`src/rtl/fir_axis_pkg.sv`:
```
// Shared definitions for the FIR output-side AXI-Stream buffer:
// default sample width, FIFO entry layout and the occupancy-width helper.
package fir_axis_pkg;

  localparam int P_DATA_WIDTH = 32;

  typedef struct packed {
    logic                    last;
    logic [P_DATA_WIDTH-1:0] data;
  } fir_entry_t;

  // Occupancy must represent 0..depth inclusive, hence one extra bit.
  function automatic int level_width(input int depth);
    return $clog2(depth) + 1;
  endfunction

endpackage

```
`src/rtl/fir_outbuf_mem.sv`:
```
// Register-array FIFO store: one synchronous write port and one
// combinational read port, addressed by the top's pointers.
module fir_outbuf_mem #(
  parameter int pWIDTH = 33,
  parameter int pDEPTH = 8
) (
  input  logic                      clk,
  input  logic                      i_we,
  input  logic [$clog2(pDEPTH)-1:0] i_waddr,
  input  logic [pWIDTH-1:0]         i_wdata,
  input  logic [$clog2(pDEPTH)-1:0] i_raddr,
  output logic [pWIDTH-1:0]         o_rdata
);

  logic [pWIDTH-1:0] r_mem [pDEPTH];

  // Contents need no reset: the top never presents an unwritten entry.
  always_ff @(posedge clk) begin
    if (i_we) begin
      r_mem[i_waddr] <= i_wdata;
    end
  end

  assign o_rdata = r_mem[i_raddr];

endmodule

```
`src/rtl/fir_axis_outbuf.sv`:
```
// Output buffer behind the FIR: FIFO that absorbs consumer back-pressure,
// registered first-word-fall-through head, and per-frame length checking.
module fir_axis_outbuf
  import fir_axis_pkg::*;
#(
  parameter int pDATA_WIDTH = P_DATA_WIDTH,
  parameter int pDEPTH      = 8,
  parameter int pCNT_WIDTH  = 16
) (
  input  logic                      axis_clk,
  input  logic                      axis_rst_n,
  input  logic                      s_tvalid,
  output logic                      s_tready,
  input  logic [pDATA_WIDTH-1:0]    s_tdata,
  input  logic                      s_tlast,
  output logic                      m_tvalid,
  input  logic                      m_tready,
  output logic [pDATA_WIDTH-1:0]    m_tdata,
  output logic                      m_tlast,
  input  logic [pCNT_WIDTH-1:0]     cfg_len,
  output logic [$clog2(pDEPTH):0]   level,
  output logic                      frame_done,
  output logic                      len_err,
  input  logic                      clr_err
);

  localparam int AW = $clog2(pDEPTH);
  localparam int LW = level_width(pDEPTH);
  localparam int EW = pDATA_WIDTH + 1;
  localparam logic [LW-1:0] DEPTH_L = LW'(pDEPTH);

  // Handshakes: a beat transfers on a rising edge where valid && ready;
  // valid never waits on ready, and m_* hold steady while stalled.
  logic [AW-1:0]         r_wr_ptr;
  logic [AW-1:0]         r_rd_ptr;
  logic [LW-1:0]         r_level;
  logic                  r_s_tready;
  logic [pDATA_WIDTH-1:0] r_m_data;
  logic                  r_m_last;
  logic                  r_frame_done;
  logic [pCNT_WIDTH-1:0] r_beat_cnt;
  logic                  r_len_err;

  logic                  w_wr_en;
  logic                  w_rd_en;
  logic [AW-1:0]         w_rd_ptr_nxt;
  logic [LW-1:0]         w_level_nxt;
  logic [EW-1:0]         w_wr_entry;
  logic [EW-1:0]         w_rd_entry;
  logic [EW-1:0]         w_head_nxt;
  logic [pCNT_WIDTH:0]   w_n;
  logic [pCNT_WIDTH:0]   w_cfg_ext;
  logic                  w_len_bad;
  logic                  w_set_err;

  assign w_wr_en    = s_tvalid && r_s_tready;
  assign w_rd_en    = m_tvalid && m_tready;
  assign w_wr_entry = {s_tlast, s_tdata};
  assign w_rd_ptr_nxt = w_rd_en ? r_rd_ptr + AW'(1) : r_rd_ptr;

  always_comb begin
    w_level_nxt = r_level;
    if (w_wr_en && !w_rd_en) begin
      w_level_nxt = r_level + LW'(1);
    end else if (!w_wr_en && w_rd_en) begin
      w_level_nxt = r_level - LW'(1);
    end
  end

  fir_outbuf_mem #(
    .pWIDTH (EW),
    .pDEPTH (pDEPTH)
  ) u_mem (
    .clk     (axis_clk),
    .i_we    (w_wr_en),
    .i_waddr (r_wr_ptr),
    .i_wdata (w_wr_entry),
    .i_raddr (w_rd_ptr_nxt),
    .o_rdata (w_rd_entry)
  );

  // The next head is the entry being written only when it lands exactly
  // at the next read slot (FIFO empty, or draining its last entry).
  assign w_head_nxt = (w_wr_en && (r_wr_ptr == w_rd_ptr_nxt)) ? w_wr_entry : w_rd_entry;

  always_ff @(posedge axis_clk or negedge axis_rst_n) begin
    if (!axis_rst_n) begin
      r_wr_ptr     <= '0;
      r_rd_ptr     <= '0;
      r_level      <= '0;
      r_s_tready   <= 1'b0;
      r_m_data     <= '0;
      r_m_last     <= 1'b0;
      r_frame_done <= 1'b0;
    end else begin
      if (w_wr_en) begin
        r_wr_ptr <= r_wr_ptr + AW'(1);
      end
      r_rd_ptr     <= w_rd_ptr_nxt;
      r_level      <= w_level_nxt;
      r_s_tready   <= (w_level_nxt < DEPTH_L);
      r_frame_done <= w_rd_en && r_m_last;
      if (w_level_nxt != '0) begin
        r_m_last <= w_head_nxt[EW-1];
        r_m_data <= w_head_nxt[pDATA_WIDTH-1:0];
      end
    end
  end

  // Frame checker: n is the 1-based index of the beat being accepted.
  assign w_n       = {1'b0, r_beat_cnt} + {{pCNT_WIDTH{1'b0}}, 1'b1};
  assign w_cfg_ext = {1'b0, cfg_len};
  assign w_len_bad = (cfg_len == '0) ||
                     (s_tlast ? (w_n != w_cfg_ext) : (w_n == w_cfg_ext));
  assign w_set_err = w_wr_en && w_len_bad;

  always_ff @(posedge axis_clk or negedge axis_rst_n) begin
    if (!axis_rst_n) begin
      r_beat_cnt <= '0;
      r_len_err  <= 1'b0;
    end else begin
      if (w_wr_en) begin
        if (s_tlast) begin
          r_beat_cnt <= '0;
        end else if (r_beat_cnt != {pCNT_WIDTH{1'b1}}) begin
          r_beat_cnt <= w_n[pCNT_WIDTH-1:0];
        end
      end
      if (w_set_err) begin
        r_len_err <= 1'b1;
      end else if (clr_err) begin
        r_len_err <= 1'b0;
      end
    end
  end

  assign s_tready   = r_s_tready;
  assign m_tvalid   = (r_level != '0);
  assign m_tdata    = r_m_data;
  assign m_tlast    = r_m_last;
  assign level      = r_level;
  assign frame_done = r_frame_done;
  assign len_err    = r_len_err;

endmodule

```
`config.mk`:
```
export PLATFORM = sky130hd
export DESIGN_NAME = fir_axis_outbuf
export DESIGN_NICKNAME = d
export VERILOG_FILES = /design/src/rtl/fir_axis_pkg.sv /design/src/rtl/fir_outbuf_mem.sv /design/src/rtl/fir_axis_outbuf.sv
export SDC_FILE = /design/constraint.sdc
export NUM_CORES = 1
export LEC_CHECK = 0
export ABC_AREA = 0
export CAP_MARGIN = 20
export CORE_MARGIN = 2
export CORE_UTILIZATION = 59
export CTS_BUF_LIST = sky130_fd_sc_hd__clkbuf_8 sky130_fd_sc_hd__clkbuf_16
export DETAILED_ROUTE_END_ITERATION = 12
export GPL_ROUTABILITY_DRIVEN = 0
export HOLD_SLACK_MARGIN = 0.1
export PLACE_DENSITY = 0.78
export SLEW_MARGIN = 20
export SYNTH_ARGS = -nofsm -noshare
export SYNTH_HDL_FRONTEND = slang
export SYNTH_SLANG_ARGS = --single-unit
export TNS_END_PERCENT = 10
```
`constraint.sdc`:
```
create_clock -name axis_clk -period 6.05 [get_ports axis_clk]
set_input_delay 1.815 -clock axis_clk [delete_from_list [all_inputs] [get_ports axis_clk]]
set_output_delay 1.815 -clock axis_clk [all_outputs]
set_load 0.02 [all_outputs]
```
Yosys cells after proc, flatten, opt, wreduce, memory -nomap -nowiden

Memories as Yosys holds them, arrays and structs flattened. A register that Yosys moved wholly into a read port is not among the register bits.
Cells that the tools add are included.

Multiplexer cells: 10
$lt $le $gt $ge: 1
Add/sub/neg operators: 5
Eq/ne operators: 3
Reductions and logical operators: 16

Operator list:

| operator              | count |
|---|---|
| $mux 16               | 2 |
| $add 16x1->17 const B | 1 |
| $eq 17x16->1          | 1 |
| $ne 17x16->1          | 1 |
| $logic_not 16->1      | 1 |
| $ne 16x16->1 const B  | 1 |
| $mux 4                | 2 |
| $reduce_bool 4->1     | 2 |
| $add 3x1->3 const B   | 2 |
| $logic_and 1x1->1     | 6 |
| $mux 1                | 5 |
| $add 4x1->4 const B   | 1 |
| $lt 4x4->1 const B    | 1 |
| $reduce_bool 2->1     | 2 |
| $sub 4x1->4 const B   | 1 |
| $logic_not 1->1       | 3 |
| $mux 3                | 1 |
| $reduce_and 2->1      | 1 |
| $logic_or 1x1->1      | 1 |

Register bits after elaboration: 29
Logic and storage cells: 43
Memories kept: 1
Output and inout port bits: 41
Input port bits: 54
Memory bits (writable): 264

Memories:

| name        | words | width | read ports | clocked after Yosys merged registers in | write ports | line                 | RTL |
|---|---|---|---|---|---|---|---|
| u_mem.r_mem | 8     | 33    | 1          | 1                                       | 1           | fir_outbuf_mem.sv:15 | `logic [pWIDTH-1:0] r_mem [pDEPTH];` |

Longest topological paths before layout

Gate-level depths: netlist (run 1).

Depth in word-level cells: 6
Mapped depth: 12
Mapped depth without buffers: 9

Modules after synthesis

From an unflattened synthesis (run 1), not the netlist that was laid out.

Cell total of the unflattened synthesis: 742
Area total of the unflattened synthesis: 13,843.3 sq um

Modules (own cells, without submodules):

| module          | cells each | times used | sequential area each (sq um) | area an instance (sq um) |
|---|---|---|---|---|
| fir_outbuf_mem  | 394        | 1          | 7,927.6                      | 9,979.6 |
| fir_axis_outbuf | 348        | 1          | 1,551.5                      | 3,863.7 |

Worst setup path before layout (run 1)

OpenSTA, ideal clock, no wires.

Path type: input to register
Start: input port s_tvalid
End: memory u_mem.r_mem[4][0] (enable)
Arrival time: 5.670 ns
Cell stages on the path: 3
Setup time: 0.518 ns
Path slack: -0.138 ns
Required time: 5.532 ns
Path buffers: 1
Cell sequence: nand2_1 clkbuf_1 nor4b_1

Longest elaborated chain between the ends: 3

RTL lines:

| element                      | line                  | RTL |
|---|---|---|
| from (decl)                  | fir_axis_outbuf.sv:12 | `input logic s_tvalid,` |
| $logic_and 1x1->1            | fir_axis_outbuf.sv:56 | `assign w_wr_en = s_tvalid && r_s_tready;` |
| $mux 1                       | fir_outbuf_mem.sv:19  | `if (i_we) begin` |
| $mux 1 (implied by the code) | fir_outbuf_mem.sv:20  | `r_mem[i_waddr] <= i_wdata;` |
| to (decl)                    | fir_outbuf_mem.sv:15  |  |

Every way passes these cells.

Final worst setup path (run 1)

Start: input port m_tready
End: register r_m_data[18] (netlist: m_tdata[18]), read port of u_mem.r_mem

Elaborated cells between the ends (all ways): 8

RTL lines:

| element              | line                  | RTL |
|---|---|---|
| from (decl)          | fir_axis_outbuf.sv:17 | `input logic m_tready,` |
| $logic_and 1x1->1    | fir_axis_outbuf.sv:57 | `assign w_rd_en = m_tvalid && m_tready;` |
| $mux 3               | fir_axis_outbuf.sv:59 | `assign w_rd_ptr_nxt = w_rd_en ? r_rd_ptr + AW'(1) : r_rd_ptr;` |
| net u_mem.i_raddr[1] | fir_outbuf_mem.sv:11  | `input logic [$clog2(pDEPTH)-1:0] i_raddr,` |
| to (decl)            | fir_axis_outbuf.sv:38 | `logic [pDATA_WIDTH-1:0] r_m_data;` |

The timed path passes the listed nets, and every way through them passes these cells.
A chain may end at the register's enable or synchronous reset.

==> results.toml, run 1 <==
[yosys]
synthesis.nets = 973
ys_top_cells_by_area = "edfxtp_1 (57%), dfrtp_1 (11%), mux2i_1 (7.0%)"
seq_area_frac_synth = 0.685
synth_area_mm2 = 0.0138
ys_warn_count = 0
synth_edf_count = 264
yosys.area.top_type = "edfxtp_1"
synth_flop_cell = "edfxtp_1"
ys_seq_elements = 326
synth.avg_cell_area_um2 = 15.1
synthArstFlopShare = 0.190
synth_cells = 914
synth_top_area_frac = 0.573
synth.distinct_cells = 64

[worst_setup_path]
startpoint = "m_tready"
worst-r2r-setup-slack_ns = 2.63
cp-end-kind = "flip-flop"
r2r_end = "m_tdata[14]"
regToRegStartpoint = "level[0]"
worstPathMaxFanout = 17
reg2regPathDepth = 10
cp-start-kind = "input port"
path_class = "in -> reg"
cp.arrival_ns = 4.88
cp.required_ns = 6.48

[timing]
slew_violations = 0
rsz0062_at_grt = "false"
finClkSkew_ns = 0.0172
max_freq_ghz = 0.225
tightest_slew_ns = 1.07
period_needed_ns = 4.45
slew_headroom = 0.287
period_share = 0.736
whs_ns = 0.497
final.setup.tns_ns = 0
final-setup-viol-count = 0
finalHoldViolCount = 0

[floorplan]
io_pins = 95
start_util = 0.595
num_rows = 56
die_h_um = 157
core_area_mm2 = 0.0233
dieArea_mm2 = 0.0247
fp.dieW_um = 157

[min_path]
min_path_type = "reg -> reg"
min_from = "m_tdata[23]"
hold_path_depth = 1
hold_end = "m_tdata[23]"

[placement]
port_buffers = 94
dp_hpwl_um = 16700
dpl_cell_area_mm2 = 0.0152

[drt]
first_pass_iters = 5
drtIter0Drc = 865
wl_met1_um = 12800
viasPerCell = 6.33
post_drt_wl_per_cell_um = 22.6
routed_wl_um = 30400
final_antenna_net_count = 0
route.met2.wl_um = 14900
drcViolationCount = 0
vias = 8518
top_layer = "met4"
wl_met3_um = 2030

[grt]
grt_pass1_wl_um = 47200
antenna_found_initial = 0
grt_pass1_vias = 8526
grt_max_degree = 132
overflow = 0
grt_use_total = 0.250

[layout]
mostFrequentLayoutCells = "edfxtp_1 (264), mux2i_1 (97), clkdlybuf4s50_1 (93)"
diodes = 0
nNetsFinal = 1062
layout_commonest_cell = "edfxtp_1"
area_growth_pct = 17.0
stdcell_area_mm2 = 0.0162
layout-drive-gt1-share = 0.122

[clock_tree]
clockRootBuffer = "clkbuf_16"
clk_latency_ns = 0.55
post-cts-setup-buffers = 0
ctsHoldBuffers = 0
cts_buffers = 31
cts_resized = 0
clockBufferDepth = 3
htree_levels = 1
cts_sinks = 326
clkTransAtPathRegs_ns = 0.06
cts_tree = "yes"

[power_and_ir_drop]
leakagePower_nw = 5.68
pwr_density_cell_mw_per_mm2 = 511
ir_worst_vdd_v = 0.000559

[run]
maxCapViolCount = 0

[outcome]
outcome = "finished, final reports clean"
## logic make-up (layout without fill, tap and decap cells)
group                      Yosys count  in the layout  synth area share
muxes                              131            131            0.0995
and+or+nand+nor                    121            121            0.0493
adders and majority gates            5              5           0.00452
DFF                                326            326             0.685
AOI/OAI and AO/OA                  233            233             0.123
xor gates and xnor gates            24             24            0.0152
buffers and inverters               74            187            0.0236
## where the power goes
group	internal (mW)	leakage [nW]	switching (mW)
registers	2.82	3.14	0.225
logic	1.43	2.04	1.92
clock network	1.07	0.497	0.813
total	5.32	5.68	2.96
## through the flow
stage | worst slack (ns) | power, mW | utilization | cells
2_1_floorplan | 0.200 | 5.29 | - | 914
3_3_place_gp | 1.13 | 6.31 | 0.653 | 1289
3_5_place_dp | 1.05 | 6.40 | 0.653 | 1289
4_1_cts | 1.65 | 8.28 | 0.696 | 1346
5_1_grt | 1.45 | 8.66 | 0.696 | 1346
6_report | 1.60 | 8.27 | 0.696 | 1346
## area by class of cell
class	count	area [µm²]
repair buffers	119	1150
inverters	11	41.3
well taps	319	399
clock inverters	22	168
multi-input cells	514	4120
flip-flops and latches	326	9480
clock buffers	35	831
fillers	1585	7080
## registers in the layout (all words and copies together), names as in the netlist
register,flops
s_tready,1
u_mem.r_mem,264
len_err,1
r_rd_ptr,3
frame_done,1
m_tdata,32
m_tlast,1
level,4
r_beat_cnt,16
r_wr_ptr,3
## worst max path at each step
stage | endpoint | cells after the start | slack, ns
final | m_tdata[18] | 8 | 1.60
after floorplan | u_mem.r_mem[0][0] | 3 | 0.20
after detailed placement | m_tdata[6] | 8 | 1.05
after global routing | m_tdata[18] | 8 | 1.45
after CTS | m_tdata[6] | 8 | 1.65
after global placement | m_tdata[5] | 8 | 1.13
## Yosys cell counts (8+ instances only)
cell,n
clkbuf_1,36
a22oi_1,33
o22ai_1,35
o2bb2a_1,32
edfxtp_1,264
nand2_1,26
nor2_1,16
nand3_1,12
mux2_2,32
o2bb2ai_1,33
nor3_1,9
xnor2_1,17
inv_1,10
nor4_1,8
o31ai_1,10
o21ai_0,19
a21oi_1,41
nand2b_1,10
dfrtp_1,62
mux2i_1,97
buf_2,18
## critical path, stage by stage
cell             delay (ns)
clkdlybuf4s50_1        0.77
nand2_1                0.09
o211ai_1               0.63
and2_1                 0.86
buf_4                  0.34
a22oi_1                0.11
a21oi_1                0.18
o2bb2ai_1              0.09
## per-layer routing
metal  GRT usage  up-vias
li1            -     3812
met1       0.355     4303
met2       0.405      347
met3      0.0366       56
met4      0.0779        0
met5           0        -
Note: power is estimated with default switching activity, not from simulation.
==> run 2: changes to the inputs <==
Settings changed: CORE_UTILIZATION 59 to 53, PLACE_DENSITY 0.78 to 0.74.
Clock period 6.05 ns to 3.8 ns, I/O delays scaled along.
==> results.toml, run 2 (synthesized netlist as in run 1, its figures left out) <==
[clock_tree]
cts_buffers = 34
post-cts-setup-buffers = 0
clk_latency_ns = 0.51
clockRootBuffer = "clkbuf_16"
cts_resized = 0
clkTransAtPathRegs_ns = 0.06
htree_levels = 2
cts_sinks = 326
cts_tree = "yes"
clockBufferDepth = 3
ctsHoldBuffers = 0

[worst_setup_path]
worstPathCellList = "inv_1, ha_1, nor3b_4, inv_2, clkdlybuf4s50_1"
cp-end-kind = "primary output"
slowest_delay_ns = 0.57
slowest_stage = "clkdlybuf4s50_1"
path_class = "reg -> out"
cp-start-kind = "flip-flop"
cp.required_ns = 2.66
worstPathMaxFanout = 8
cp.arrival_ns = 2.37

[placement]
dp_slack_ns = 0.0545
port_buffers = 94
dp_hpwl_um = 17700
dp_cells = 1321

[floorplan]
dieArea_mm2 = 0.0274
fp.dieW_um = 166
die_h_um = 166
io_pins = 95
num_rows = 59
core_area_mm2 = 0.0258
start_util = 0.536

[grt]
grt_pass1_wl_um = 49400
antenna_found_initial = 0
grt_use_total = 0.240
grt_max_degree = 40
grt_pass1_vias = 8696
overflow = 0

[layout]
layout-drive-gt1-share = 0.137
area_growth_pct = 20.3
layout_commonest_cell = "edfxtp_1"
final_cells = 1382
multi_input_area_mm2 = 0.00412
area.sequential_mm2 = 0.00948
largest_reg_flops = 264
mostFrequentLayoutCells = "edfxtp_1 (264), mux2i_1 (97), clkdlybuf4s50_1 (93)"
top_register = "u_mem.r_mem"
nFillCells = 1862
nNetsFinal = 1081
diodes = 0

[power_and_ir_drop]
p_switching_mw = 4.84
switching_share = 0.350
pwr-share-seq = 0.353
pwr_density_cell_mw_per_mm2 = 829
p_total_mw = 13.8
clockPowerShare = 0.236
combPwrFrac = 0.411
leakagePower_nw = 5.89
internal_power_mw = 8.97
ir_worst_vdd_v = 0.000474

[min_path]
min_path_type = "reg -> reg"

[drt]
drcViolationCount = 0
viasPerCell = 6.25
first_pass_iters = 5
final_antenna_net_count = 0
drtIter0Drc = 647
routed_wl_um = 31900
post_drt_wl_per_cell_um = 23.1
vias = 8644

[outcome]
outcome = "finished, final reports clean"

[timing]
slew_headroom = 0.512
period_needed_ns = 3.51
final-setup-viol-count = 0
rsz0062_at_grt = "false"
max_freq_ghz = 0.285
finalHoldViolCount = 0
period_share = 0.925
tightest_slew_ns = 0.732
slew_violations = 0
finClkSkew_ns = 0.0161
final.setup.tns_ns = 0
layout_setup_ws_ns = 0.286

[run]
maxCapViolCount = 0
[run 2: path summary, 6_finish.rpt]
kind	from	end	slack, ns	cells after the start
worst max-delay path	level[0]	m_tvalid	0.29	5
worst min-delay path	m_tdata[30]	m_tdata[30]	0.51	1
worst max register to register	level[0]	m_tdata[13]	0.61	10
worst min register to register	m_tdata[30]	m_tdata[30]	0.51	1
max in group asynchronous	axis_rst_n	m_tdata[8]	2.42	2
min in group asynchronous	axis_rst_n	r_beat_cnt[13]	0.69	1
[run 2: worst max-delay path, delay by kind of cell, from the launching register on]
| kind | cells | cell delay [ns] |
|---|---|---|
| buffers and inverters | 3 | 0.83 |
| DFF | 1 | 0.44 |
| and+or+nand+nor | 1 | 0.35 |
| adders and majority gates | 1 | 0.26 |
[run 2: power groups by stage]
stage	Clock, mW	Combinational, mW	Sequential, mW
finish	3.26	5.67	4.87
global route	3.46	6.13	4.92
CTS	3.31	5.70	4.87
detailed placement	0	5.66	4.93
global placement	0	5.52	4.92
floorplan	0	3.38	5.03
[run 2: final cells by class]
cell class	count	share of cell area
Sequential cell	326	0.569
Multi-Input combinational cell	514	0.248
Timing Repair Buffer	135	0.0890
Clock buffer	38	0.0551
Tap cell	335	0.0252
Clock inverter	23	0.0115
Inverter	11	0.00248
[run 2: metal layers]
layer | vias to the layer above | GRT usage | wire, µm
li1 | 3859 | - | -
met1 | 4372 | 0.319 | 12900
met2 | 357 | 0.416 | 16300
met3 | 56 | 0.0352 | 2100
met4 | 0 | 0.0658 | 600
met5 | - | 0 | 0
[run 2: per-stage QoR]
step	util	cell area (µm²)	hold WS, ns
after floorplan	-	13800	0.501
after global placement	0.602	15500	0.492
after detailed placement	0.602	15500	0.492
after CTS	0.644	16700	0.508
after global routing	0.644	16700	0.537
final	0.644	16700	0.509
